===== src/rtl/pwm_multi_ch.sv =====
//==============================================================================
// Module   : pwm_multi_ch
// Brief    : Multi-channel PWM generator. One shared phase counter drives
//            N_CH duty comparators with per-channel live polarity. It has
//            edge-aligned and center-aligned modes. Period, duty and mode are
//            double-buffered and only take effect at a period boundary.
// Revision : 1.0 - initial release
//------------------------------------------------------------------------------
// Ports
//   sys_clk       in   1           system clock, rising edge
//   sys_rst       in   1           synchronous reset, active-high
//   i_en          in   1           run enable (phase held at 0 while low)
//   i_mode        in   1           0 = edge-aligned, 1 = center-aligned
//   i_period      in   CNT_W       period value P
//   i_duty        in   N_CH*CNT_W  duty per channel, ch k at [k*CNT_W +: CNT_W]
//   i_pol         in   N_CH        per-channel polarity (1 = inverted), live
//   i_load        in   1           strobe capturing i_mode/i_period/i_duty
//   o_pwm         out  N_CH        registered PWM outputs
//   o_period_end  out  1           one-cycle pulse after the last phase
//   o_pending     out  1           captured settings waiting for a boundary
//==============================================================================
`default_nettype none

module pwm_multi_ch #(
    parameter int CNT_W = 8,
    parameter int N_CH  = 4
) (
    input  logic                  sys_clk,
    input  logic                  sys_rst,
    input  logic                  i_en,
    input  logic                  i_mode,
    input  logic [CNT_W-1:0]      i_period,
    input  logic [N_CH*CNT_W-1:0] i_duty,
    input  logic [N_CH-1:0]       i_pol,
    input  logic                  i_load,
    output logic [N_CH-1:0]       o_pwm,
    output logic                  o_period_end,
    output logic                  o_pending
);

    // The phase counter needs one extra bit: a center-aligned period spans
    // 2P phases, which does not fit in CNT_W bits.
    localparam int              c_PH_W   = CNT_W + 1;
    localparam logic [c_PH_W-1:0] c_PH_ZERO = '0;
    localparam logic [c_PH_W-1:0] c_PH_ONE  = c_PH_W'(1);

    //--------------------------------------------------------------------------
    // Registers
    //--------------------------------------------------------------------------
    logic [c_PH_W-1:0]       r_ph;

    // Active settings (drive the comparators)
    logic [CNT_W-1:0]        r_period_act;
    logic [N_CH*CNT_W-1:0]   r_duty_act;
    logic                    r_mode_act;

    // Pending (shadow) settings, captured by i_load
    logic [CNT_W-1:0]        r_period_pnd;
    logic [N_CH*CNT_W-1:0]   r_duty_pnd;
    logic                    r_mode_pnd;
    logic                    r_pending;

    // Output registers
    logic [N_CH-1:0]         r_pwm;
    logic                    r_period_end;

    //--------------------------------------------------------------------------
    // Period geometry
    //--------------------------------------------------------------------------
    logic [c_PH_W-1:0]       w_period_ext;  // P zero-extended to phase width
    logic [c_PH_W-1:0]       w_period_x2;   // 2P
    logic [c_PH_W-1:0]       w_last_ph;     // L-1
    logic                    w_at_last;
    logic                    w_boundary;
    logic [c_PH_W-1:0]       w_ph_nxt;

    assign w_period_ext = {1'b0, r_period_act};
    assign w_period_x2  = {r_period_act, 1'b0};

    // Last phase of the period:
    //   edge   : L = P+1          -> L-1 = P
    //   center : L = 2P (1 if P=0) -> L-1 = 2P-1 (0 if P=0)
    always_comb begin
        w_last_ph = w_period_ext;
        if (r_mode_act) begin
            if (r_period_act == '0) begin
                w_last_ph = c_PH_ZERO;
            end else begin
                w_last_ph = w_period_x2 - c_PH_ONE;
            end
        end
    end

    // Active settings only change while ph wraps to 0, so ph never exceeds
    // the last phase; ">=" merely makes the wrap self-healing.
    assign w_at_last  = (r_ph >= w_last_ph);

    // Every disabled cycle is treated as a boundary so that pending settings
    // drop straight into the active set while the generator is stopped.
    assign w_boundary = !i_en || w_at_last;

    always_comb begin
        w_ph_nxt = r_ph + c_PH_ONE;
        if (w_boundary) begin
            w_ph_nxt = c_PH_ZERO;
        end
    end

    //--------------------------------------------------------------------------
    // Compare value: a ramp in edge mode, a triangle 0..P..1 in center mode.
    // Kept at phase width so the duty compare needs no truncation.
    //--------------------------------------------------------------------------
    logic [c_PH_W-1:0]       w_cnt;

    always_comb begin
        w_cnt = r_ph;
        if (r_mode_act && (r_ph > w_period_ext)) begin
            w_cnt = w_period_x2 - r_ph;
        end
    end

    //--------------------------------------------------------------------------
    // Per-channel comparators
    //--------------------------------------------------------------------------
    logic [N_CH-1:0]         w_raw;
    logic [N_CH-1:0]         w_pwm_nxt;

    generate
        for (genvar k = 0; k < N_CH; k++) begin : g_ch
            logic [CNT_W-1:0] w_duty_k;
            assign w_duty_k = r_duty_act[k*CNT_W +: CNT_W];
            // duty 0 -> never high; duty > P -> always high
            assign w_raw[k] = (w_cnt < {1'b0, w_duty_k});
        end
    endgenerate

    // Polarity is live; when disabled every channel sits at its inactive level.
    assign w_pwm_nxt = i_en ? (w_raw ^ i_pol) : i_pol;

    //--------------------------------------------------------------------------
    // Phase counter and output registers
    //--------------------------------------------------------------------------
    always_ff @(posedge sys_clk) begin
        if (sys_rst) begin
            r_ph         <= c_PH_ZERO;
            r_pwm        <= '0;
            r_period_end <= 1'b0;
        end else begin
            r_ph         <= i_en ? w_ph_nxt : c_PH_ZERO;
            r_pwm        <= w_pwm_nxt;
            r_period_end <= i_en && w_at_last;
        end
    end

    //--------------------------------------------------------------------------
    // Double buffering
    //   load outside a boundary : capture into pending, raise pending
    //   load on a boundary      : write straight into active, pending clears
    //   boundary, no load       : promote pending into active if set
    // The pending registers are also reset so that nothing loaded before a
    // reset can ever surface afterwards.
    //--------------------------------------------------------------------------
    always_ff @(posedge sys_clk) begin
        if (sys_rst) begin
            r_period_act <= '1;
            r_duty_act   <= '0;
            r_mode_act   <= 1'b0;
            r_period_pnd <= '1;
            r_duty_pnd   <= '0;
            r_mode_pnd   <= 1'b0;
            r_pending    <= 1'b0;
        end else if (i_load) begin
            if (w_boundary) begin
                r_period_act <= i_period;
                r_duty_act   <= i_duty;
                r_mode_act   <= i_mode;
                r_pending    <= 1'b0;
            end else begin
                r_period_pnd <= i_period;
                r_duty_pnd   <= i_duty;
                r_mode_pnd   <= i_mode;
                r_pending    <= 1'b1;
            end
        end else if (w_boundary && r_pending) begin
            r_period_act <= r_period_pnd;
            r_duty_act   <= r_duty_pnd;
            r_mode_act   <= r_mode_pnd;
            r_pending    <= 1'b0;
        end
    end

    //--------------------------------------------------------------------------
    // Outputs
    //--------------------------------------------------------------------------
    assign o_pwm        = r_pwm;
    assign o_period_end = r_period_end;
    assign o_pending    = r_pending;

endmodule

`default_nettype wire

===== config.mk =====
export PLATFORM = sky130hd
export DESIGN_NAME = pwm_multi_ch
export DESIGN_NICKNAME = d
export VERILOG_FILES = /design/src/rtl/pwm_multi_ch.sv
export SDC_FILE = /design/constraint.sdc
export NUM_CORES = 1
export LEC_CHECK = 0
export BUFFER_PORTS_ARGS = -buffer_cell sky130_fd_sc_hd__buf_4
export CAP_MARGIN = 10
export CORE_ASPECT_RATIO = 1.75
export CORE_MARGIN = 5
export CORE_UTILIZATION = 60
export DETAILED_ROUTE_END_ITERATION = 16
export PLACE_DENSITY = 0.84
export SLEW_MARGIN = 20
export SYNTH_ARGS = -nofsm -noshare
export SYNTH_HDL_FRONTEND = slang
export SYNTH_SLANG_ARGS = --single-unit

===== constraint.sdc =====
create_clock -name sys_clk -period 4.8 [get_ports sys_clk]
set_input_delay 0.48 -clock sys_clk [delete_from_list [all_inputs] [get_ports sys_clk]]
set_output_delay 0.48 -clock sys_clk [all_outputs]
set_load 0.03 [all_outputs]

==> qor.csv, run 1 <==
stage;metric;value;unit
logic_synthesis;#FFs+latches synth;97;
floorplanning;Core Rows;47;
power_and_ir_drop;Net Sw Power;0.529;mW
sta;Fmax;250;MHz
placed_design;PortBufs;54;
global_routing;largest net degree at the start of global routing;58;
sta;RSZ-0062 raised after global routing;false;
min_path;Hold Path Class;in2reg;
sta;setup ws final;804;ps
sta;Final Cycle Share;0.832;
logic_synthesis;commonest register cell after synthesis;dfxtp_1;
clock_tree;Max clock buf depth;2;
floorplanning;DIE AREA;0.0119;mm^2
logic_synthesis;Unique masters post-synth;45;
placed_design;setup slack after placement;899;ps
worst_setup_path;Critical Path End;o_pwm[1];
clock_tree;Clock Sink Count;97;
global_routing;GRT Residual Overflow;0;
power_and_ir_drop;Cell Int Power;1.41;mW
power_and_ir_drop;Seq pwr share;0.457;
detailed_routing;Initial DRC Count;252;
sta;Max-slew headroom;0.424;
power_and_ir_drop;peak supply drop;0.000273;V
clock_tree;# Post-CTS Setup Buffers;0;
logic_synthesis;syn nets;752;
min_path;worst hold start;i_duty[1];
worst_setup_path;Req. time, crit path;5030;ps
worst_setup_path;CP endpoint kind;register;
logic_synthesis;Post-synth EDFFs;0;
worst_setup_path;Setup CP Type;reg2reg;
cells_and_area;share of cells above drive strength 1;0.174;
worst_setup_path;Worst Setup SP;r_period_act[7];
worst_setup_path;reg2reg setup slack;800;ps
worst_setup_path;crit path max fanout;15;
logic_synthesis;Synth async-reset ratio;0;
clock_tree;Clock Latency Late Sink;340;ps
logic_synthesis;sequential share of the synthesized area;0.332;
power_and_ir_drop;Final Power;1.94;mW
global_routing;gr usage total;0.251;
detailed_routing;DR DRC count;0;
sta;worst-margin pin slew;855;ps
sta;Hold Slack;379;ps
cells_and_area;# diodes;0;
clock_tree;cts bufs inserted;9;
clock_tree;hold_buf cts;0;
worst_setup_path;Reg-to-Reg Start;r_period_act[7];
clock_tree;CTS resizes;0;
cells_and_area;Final #Nets;781;
power_and_ir_drop;Leakage;2.95;nW
power_and_ir_drop;Comb power frac;0.169;
clock_tree;# H-tree levels;3;
worst_setup_path;reg2reg path depth;13;
cells_and_area;area delta synth->final;11.9;%
detailed_routing;drt pass-1 iters;4;
clock_tree;clk slew on worst S/H paths;70;ps
cells_and_area;Fillers;783;
worst_setup_path;Critical Path Source Type;register;
sta;min Tclk post-route;4000;ps
global_routing;initial antenna violation count;0;
logic_synthesis;synthesized area per cell;9.05;um^2
sta;post-route setup TNS;0;ps
floorplanning;die width;84.7;um
worst_setup_path;R2R Path End;o_pwm[1];
power_and_ir_drop;Switching Fraction;0.273;
floorplanning;I/O pin count;55;
sta;Fin. Hold Viols;0;
clock_tree;CTS tree;done;
logic_synthesis;post-synthesis cell count;647;
placed_design;routability cong.;0.899;
floorplanning;Starting Density;0.615;
cells_and_area;final core utilization;0.688;
sta;Max Slew Vio Count;0;
floorplanning;Core Region;0.00953;mm^2
detailed_routing;routed len/inst;18.7;um
placed_design;HPWL Detailed;11.0;mm
detailed_routing;vias per cell;6.02;
global_routing;global-route wire length before repair;24.1;mm
detailed_routing;Routed Antenna Nets;0;
floorplanning;Die Y;141;um
power_and_ir_drop;Clk pwr share;0.374;
sta;clock skew;7.46;ps
logic_synthesis;Synth Cell Area;0.00586;mm^2
power_and_ir_drop;pwr dens;296;mW/mm^2
flow_run;max cap viols;0;
detailed_routing;Total Routed Length;15.0;mm
sta;Setup Viol. Count Final;0;
status;outcome;complete, no violations;
worst_setup_path;Critical Path AT;4230;ps
detailed_routing;detailed-route via count;4825;
clock_tree;Root Buffer;clkbuf_16;
logic_synthesis;Ys Warns;0;
global_routing;vias in the first global route;5038;
[flip-flops by register name, indices dropped and copies added (netlist names)]
register	count
r_duty_act	32
r_mode_pnd	1
o_period_end	1
r_duty_pnd	32
r_period_act	8
r_ph	9
r_period_pnd	8
r_mode_act	1
o_pwm	4
o_pending	1
[cell usage after synthesis, drive strengths merged, types with 14 or more instances]
cell / instances / area (um^2)
dfxtp: 97 / 1940
mux2i: 66 / 661
a21oi: 63 / 315
o21ai: 19 / 103
ha: 55 / 688
clkbuf: 28 / 105
nor2: 73 / 274
xnor2: 15 / 131
a211oi: 60 / 621
nand3: 14 / 75.1
inv: 49 / 184
nor2b: 15 / 93.8
[area by class of cell]
| type | instances | area, um^2 | share of cell area |
|---|---|---|---|
| clock buffer | 11 | 243 | 0.0370 |
| clock inverter | 4 | 51.3 | 0.00783 |
| inverter | 49 | 184 | 0.0281 |
| multi-input combinational | 460 | 3540 | 0.540 |
| sequential | 97 | 1940 | 0.296 |
| tap | 122 | 153 | 0.0233 |
| timing repair buffer | 59 | 443 | 0.0676 |
[cells in the final DEF, fill, tap and decap left out, types with 11 or more instances in the layout]
cell,count
xnor2_1,15
nor2_1,73
nand3_1,13
dfxtp_1,97
ha_1,55
inv_1,49
nor2b_1,15
mux2i_1,66
a211oi_1,26
o21ai_0,16
buf_4,59
a21o_1,11
a21oi_1,63
nand2_1,13
a211oi_2,34
[kinds of logic (layout without fill, tap and decap cells)]
logic type                 count (synthesis)  count (layout)  share of synthesized area
and+or+nand+nor                          147             147                      0.121
buffers and inverters                     90             123                     0.0643
muxes                                     71              71                      0.122
AOI/OAI and AO/OA                        168             168                      0.213
DFF                                       97              97                      0.332
adders and majority gates                 56              56                      0.121
xor gates and xnor gates                  18              18                     0.0269
[worst min-delay path by stage]
stage,to,slack (ps),cells past startpoint
finish,r_duty_pnd[1],380,3
global route,r_duty_pnd[11],390,3
CTS,r_duty_pnd[22],380,3
detailed placement,r_duty_pnd[6],490,2
global placement,r_duty_pnd[21],470,2
floorplan,r_duty_pnd[0],460,2
[power by group through the flow]
stage                     Sequential, mW  Clock (mW)  Combinational, mW
after floorplan                    0.897           0              0.229
after global placement             0.900           0              0.310
after detailed placement           0.903           0              0.322
after CTS                          0.885       0.730              0.326
after global routing               0.890       0.764              0.359
final                              0.886       0.725              0.327
[worst max-delay path: stages, from the launching register on]
cell and delay [ps]:
dfxtp_1 450, inv_1 140, ha_1 340, a211oi_1 240
nand2_1 130, o311ai_4 580, o21ai_0 450, ha_1 400
a21boi_0 130, o21ai_0 200, a211oi_1 100, a211oi_1 240
nand4b_1 140, mux2_1 340
[stage by stage]
stage          area, um^2  std cells
6_report             6560        802
5_1_grt              6560        802
3_3_place_gp         6260        787
2_1_floorplan        5860        647
4_1_cts              6560        802
3_5_place_dp         6260        787
[routing by layer]
layer | GRT usage | up-vias | part of all wire
met5 | 0 | - | 0
met4 | 0.152 | 0 | 0.056
met3 | 0.0362 | 64 | 0.035
met2 | 0.478 | 123 | 0.55
met1 | 0.250 | 2294 | 0.36
li1 | - | 2344 | -
No activity file was read; power rests on OpenSTA's default activity.
==> inputs of run 2 (changes only) <==
==> constraint.sdc (replaced) <==
create_clock -name sys_clk -period 4.13 [get_ports sys_clk]
set_input_delay 0.413 -clock sys_clk [delete_from_list [all_inputs] [get_ports sys_clk]]
set_output_delay 0.413 -clock sys_clk [all_outputs]
set_load 0.03 [all_outputs]
==> run 2 against run 1 <==
  * Global-route usage increased by 0.054 points
  * Non-clock buffer count rose by 13
  * Largest cell class unchanged
  * Combinational power rose by 18%
  * Design area rose by 1.7%
==> qor.csv, run 2 (synthesis gave the netlist of run 1 again) <==
stage;metric;value;unit
status;outcome;complete, no violations;
placed_design;DP Area;0.00634;mm^2
global_routing;initial antenna violation count;0;
sta;setup ws final;197;ps
power_and_ir_drop;Cell Int Power;1.63;mW
floorplanning;die width;84.7;um
detailed_routing;drt pass-1 iters;4;
sta;RSZ-0062 raised after global routing;false;
detailed_routing;routed len/inst;18.4;um
floorplanning;Die Y;141;um
cells_and_area;final instance area;0.00667;mm^2
min_path;Hold Path Cell Cnt;3;
power_and_ir_drop;peak supply drop;0.000304;V
power_and_ir_drop;Switching Fraction;0.277;
floorplanning;Core Region;0.00953;mm^2
placed_design;routability cong.;0.966;
sta;clock skew;9.12;ps
sta;Final Cycle Share;0.952;
power_and_ir_drop;Final Power;2.25;mW
min_path;Hold Path Class;in2reg;
placed_design;Placed Instances;798;
worst_setup_path;critical path's slowest cell;o21ai_0;
sta;worst-margin pin slew;1140;ps
clock_tree;Root Buffer;clkbuf_16;
global_routing;gr usage total;0.252;
global_routing;GRT Residual Overflow;0;
cells_and_area;Final #Nets;794;
sta;Fmax;254;MHz
sta;Setup Viol. Count Final;0;
detailed_routing;Routed Antenna Nets;0;
power_and_ir_drop;Leakage;3.02;nW
worst_setup_path;Req. time, crit path;4370;ps
cells_and_area;most common cell after layout, fill and taps aside;dfxtp_1;
detailed_routing;Initial DRC Count;223;
floorplanning;Core Rows;47;
sta;Max Slew Vio Count;0;
sta;Fin. Hold Viols;0;
sta;Hold Slack;302;ps
floorplanning;Starting Density;0.615;
flow_run;max cap viols;0;
clock_tree;Clock Sink Count;97;
cells_and_area;area delta synth->final;13.8;%
worst_setup_path;Critical Path Source Type;register;
power_and_ir_drop;Seq pwr share;0.455;
detailed_routing;Total Routed Length;15.0;mm
clock_tree;Max clock buf depth;2;
clock_tree;clk slew on worst S/H paths;70;ps
cells_and_area;share of cells above drive strength 1;0.189;
clock_tree;Clock Latency Late Sink;350;ps
cells_and_area;final core utilization;0.700;
worst_setup_path;crit-path max cell delay;620;ps
global_routing;largest net degree at the start of global routing;69;
global_routing;global-route wire length before repair;23.8;mm
floorplanning;DIE AREA;0.0119;mm^2
detailed_routing;vias per cell;5.98;
floorplanning;I/O pin count;55;
clock_tree;cts bufs inserted;9;
worst_setup_path;crit path max fanout;9;
detailed_routing;DR DRC count;0;
sta;Max-slew headroom;0.239;
placed_design;setup slack after placement;42.9;ps
worst_setup_path;reg2reg setup slack;200;ps
power_and_ir_drop;Clk pwr share;0.374;
sta;min Tclk post-route;3930;ps
sta;post-route setup TNS;0;ps
power_and_ir_drop;Comb power frac;0.171;
cells_and_area;# diodes;0;
detailed_routing;detailed-route via count;4875;
placed_design;HPWL Detailed;10.9;mm
worst_setup_path;CP cell instances;inv_1 -> ha_1 -> nand3_2 -> a211oi_2 -> o311ai_4 -> buf_12 -> buf_4 -> o21ai_0 -> ha_1 -> o21ai_0 -> a211oi_1 -> a211oi_1 -> nand4b_1 -> mux2_1;
cells_and_area;final cell count without fillers;815;
worst_setup_path;Setup CP Type;reg2reg;
power_and_ir_drop;pwr dens;338;mW/mm^2
worst_setup_path;Critical Path AT;4170;ps
worst_setup_path;CP endpoint kind;register;
power_and_ir_drop;Net Sw Power;0.625;mW
cells_and_area;most frequent cells in the layout;dfxtp_1, nor2_1, buf_4;
worst_setup_path;reg2reg path depth;14;
clock_tree;# H-tree levels;3;
clock_tree;CTS tree;done;
placed_design;PortBufs;54;
cells_and_area;Largest regs;r_duty_act x32, r_duty_pnd x32, r_ph x9;
global_routing;vias in the first global route;4965;
run 2: path summary, 6_finish.rpt:
kind,end,from
worst min-delay path,r_duty_pnd[31],i_duty[31]
worst max register to register,o_pwm[3],r_period_act[7]
worst max-delay path,o_pwm[3],r_period_act[7]
worst min register to register,r_duty_pnd[22],r_duty_pnd[22]
run 2: power by group through the flow:
stage / sequential (mW) / combinational, mW / clock [mW]
6_report: 1.03 / 0.385 / 0.842
5_1_grt: 1.03 / 0.424 / 0.897
4_1_cts: 1.02 / 0.386 / 0.855
3_5_place_dp: 1.05 / 0.382 / 0
3_3_place_gp: 1.04 / 0.370 / 0
2_1_floorplan: 1.04 / 0.267 / 0
run 2: critical path: cells and delay by family (launching register included):
family	cells	cell delay (ps)
fa+ha+maj	2	740
compound gates	6	1490
mux	1	320
flops	1	510
buf+inv	3	500
simple gates	2	250
run 2: final cells by class:
cell class              instances  area [um^2]
inverters                      49          184
flip-flops and latches         97         1940
clock buffers                  10          229
well taps                     122          153
clock inverters                 5         66.3
repair buffers                 72          553
multi-input cells             460         3540
fillers                       744         2860
run 2: per-layer routing:
| layer | part of all wire | track usage |
|---|---|---|
| met5 | 0 | 0 |
| met4 | 0.049 | 0.140 |
| met3 | 0.030 | 0.0379 |
| met2 | 0.56 | 0.486 |
| met1 | 0.36 | 0.249 |
run 2: repair_timing:
item	4_1_cts	5_1_grt
setup endpoints to repair	0	4
hold buffers	0	0
resized for setup	0	2
setup buffers	0	2
==> inputs of run 3 (changes only) <==
--- a/config.mk
+++ b/config.mk
@@ -5,13 +5,14 @@
 export SDC_FILE = /design/constraint.sdc
 export NUM_CORES = 1
 export LEC_CHECK = 0
+export ABC_CLOCK_PERIOD_IN_PS = 4130
 export BUFFER_PORTS_ARGS = -buffer_cell sky130_fd_sc_hd__buf_4
 export CAP_MARGIN = 10
 export CORE_ASPECT_RATIO = 1.75
 export CORE_MARGIN = 5
-export CORE_UTILIZATION = 60
+export CORE_UTILIZATION = 49
 export DETAILED_ROUTE_END_ITERATION = 16
-export PLACE_DENSITY = 0.84
+export PLACE_DENSITY = 0.71
 export SLEW_MARGIN = 20
 export SYNTH_ARGS = -nofsm -noshare
 export SYNTH_HDL_FRONTEND = slang
==> run 3 against run 2 <==
  * Clock power grew 9.1%
  * Routed wire length down 4.3%
  * Global-route usage decreased by 4.4 points
  * Critical path depth unchanged
  * Via count is 3.0% lower
  * Critical path type unchanged
==> qor.csv, run 3 (synthesis gave the netlist of run 1 again) <==
stage;metric;value;unit
clock_tree;cts bufs inserted;9;
clock_tree;Max clock buf depth;2;
power_and_ir_drop;pwr dens;347;mW/mm^2
flow_run;max cap viols;0;
detailed_routing;vias per cell;5.73;
placed_design;HPWL Detailed;10.7;mm
worst_setup_path;CP endpoint kind;register;
cells_and_area;most common cell after layout, fill and taps aside;dfxtp_1;
sta;Max Slew Vio Count;0;
floorplanning;I/O pin count;55;
detailed_routing;routed len/inst;17.3;um
global_routing;gr usage total;0.208;
clock_tree;Clock Sink Count;97;
detailed_routing;met3 WL;385;um
power_and_ir_drop;Seq pwr share;0.443;
floorplanning;Core Region;0.0119;mm^2
power_and_ir_drop;peak supply drop;0.000228;V
floorplanning;DIE AREA;0.0143;mm^2
floorplanning;die width;92.6;um
power_and_ir_drop;Clk pwr share;0.396;
worst_setup_path;Setup CP Type;reg2reg;
detailed_routing;DR DRC count;0;
clock_tree;clk slew on worst S/H paths;70;ps
cells_and_area;Final #Nets;789;
clock_tree;CTS resizes;0;
placed_design;Placed Instances;808;
worst_setup_path;Critical Path AT;4000;ps
worst_setup_path;Critical Path Source Type;register;
detailed_routing;drt pass-1 iters;4;
clock_tree;Clock Latency Late Sink;350;ps
worst_setup_path;reg2reg setup slack;360;ps
worst_setup_path;Req. time, crit path;4360;ps
detailed_routing;top routing layer used;met4;
clock_tree;CTS tree;done;
detailed_routing;Initial DRC Count;227;
floorplanning;Die Y;155;um
cells_and_area;Largest regs;r_duty_act x32, r_duty_pnd x32, r_ph x9;
sta;Fmax;265;MHz
global_routing;GRT Residual Overflow;0;
placed_design;routability cong.;0.950;
power_and_ir_drop;Leakage;3.01;nW
detailed_routing;Routed Antenna Nets;0;
sta;Final Cycle Share;0.913;
cells_and_area;# diodes;0;
sta;post-route setup TNS;0;ps
detailed_routing;WL met1;5.23;mm
cells_and_area;share of cells above drive strength 1;0.186;
detailed_routing;Total Routed Length;14.3;mm
cells_and_area;Sequential Area;0.00194;mm^2
sta;Max-slew headroom;0.449;
detailed_routing;detailed-route via count;4731;
cells_and_area;Fillers;1049;
clock_tree;# H-tree levels;3;
detailed_routing;Met2 Wirelength;7.90;mm
sta;Fin. Hold Viols;0;
floorplanning;Starting Density;0.493;
global_routing;vias in the first global route;4873;
power_and_ir_drop;Final Power;2.32;mW
power_and_ir_drop;Switching Fraction;0.267;
power_and_ir_drop;Comb power frac;0.161;
sta;min Tclk post-route;3770;ps
placed_design;PortBufs;54;
global_routing;initial antenna violation count;0;
cells_and_area;most frequent cells in the layout;dfxtp_1, nor2_1, mux2i_1, buf_4, a21oi_1;
clock_tree;Root Buffer;clkbuf_16;
power_and_ir_drop;Net Sw Power;0.618;mW
power_and_ir_drop;Cell Int Power;1.70;mW
sta;RSZ-0062 raised after global routing;false;
global_routing;largest net degree at the start of global routing;62;
sta;worst-margin pin slew;818;ps
sta;setup ws final;358;ps
global_routing;global-route wire length before repair;23.7;mm
cells_and_area;area delta synth->final;14.1;%
floorplanning;Core Rows;53;
clock_tree;hold_buf cts;0;
status;outcome;complete, no violations;
sta;clock skew;9.19;ps
min_path;Hold Path Class;in2reg;
sta;Setup Viol. Count Final;0;
placed_design;setup slack after placement;316;ps
cells_and_area;multi-input logic area;0.00354;mm^2
cells_and_area;final cell count without fillers;826;
worst_setup_path;crit path max fanout;13;
[run 3: changes by cell type in the layout (fill, tap and decap cells not counted), moves of 2 or more]
cell	delta
o21ai_1	-2
o21ai_0	+2
buf_4	-5
clkinv_4	-2
[run 3: worst paths after layout]
kind / to / depth (start not counted) / start
worst max register to register: o_pwm[0] / 14 / r_ph[0]
worst min-delay path: r_duty_pnd[13] / 3 / i_duty[13]
worst min register to register: r_duty_pnd[30] / 2 / r_duty_pnd[30]
worst max-delay path: o_pwm[0] / 14 / r_ph[0]
[run 3: final cells by class]
| type | instances | area share |
|---|---|---|
| Inverter | 49 | 0.0275 |
| Timing Repair Buffer | 67 | 0.0772 |
| Clock inverter | 6 | 0.0133 |
| Clock buffer | 10 | 0.0358 |
| Multi-Input combinational cell | 460 | 0.530 |
| Tap cell | 137 | 0.0257 |
| Sequential cell | 97 | 0.291 |
[run 3: metrics by stage]
| stage | cell area (um^2) | hold slack, ps | util |
|---|---|---|---|
| 2_1_floorplan | 5860 | 463 | - |
| 3_3_place_gp | 6320 | 474 | 0.533 |
| 3_5_place_dp | 6320 | 483 | 0.533 |
| 4_1_cts | 6650 | 303 | 0.560 |
| 5_1_grt | 6680 | 311 | 0.563 |
| 6_report | 6680 | 308 | 0.563 |
[run 3: worst max-delay path, cell delays in order, from the launching register on]
cell and delay, ps:
dfxtp_1 460, inv_1 210, ha_1 240, nand3b_1 170
a211oi_2 260, o311ai_4 140, buf_12 170, buf_4 130
o21ai_0 650, ha_1 370, nand3_1 90, a211oi_1 50
a211oi_1 240, nand4b_1 140, mux2_1 320
[run 3: routing by layer]
layer / vias to the layer above / global-route usage
met5: - / 0
met4: 0 / 0.125
met3: 51 / 0.0316
met2: 85 / 0.387
met1: 2226 / 0.215
li1: 2369 / -
[run 3: power by group through the flow]
stage	Clock, mW	Combinational, mW	Sequential [mW]
2_1_floorplan	0	0.267	1.04
3_3_place_gp	0	0.361	1.05
3_5_place_dp	0	0.374	1.05
4_1_cts	0.934	0.378	1.03
5_1_grt	0.978	0.421	1.03
6_report	0.919	0.374	1.03
[run 3: what timing repair did]
item                                   CTS  global route
buffers inserted                         0             2
setup endpoints to repair                0             3
endpoints found under the hold margin    0             0
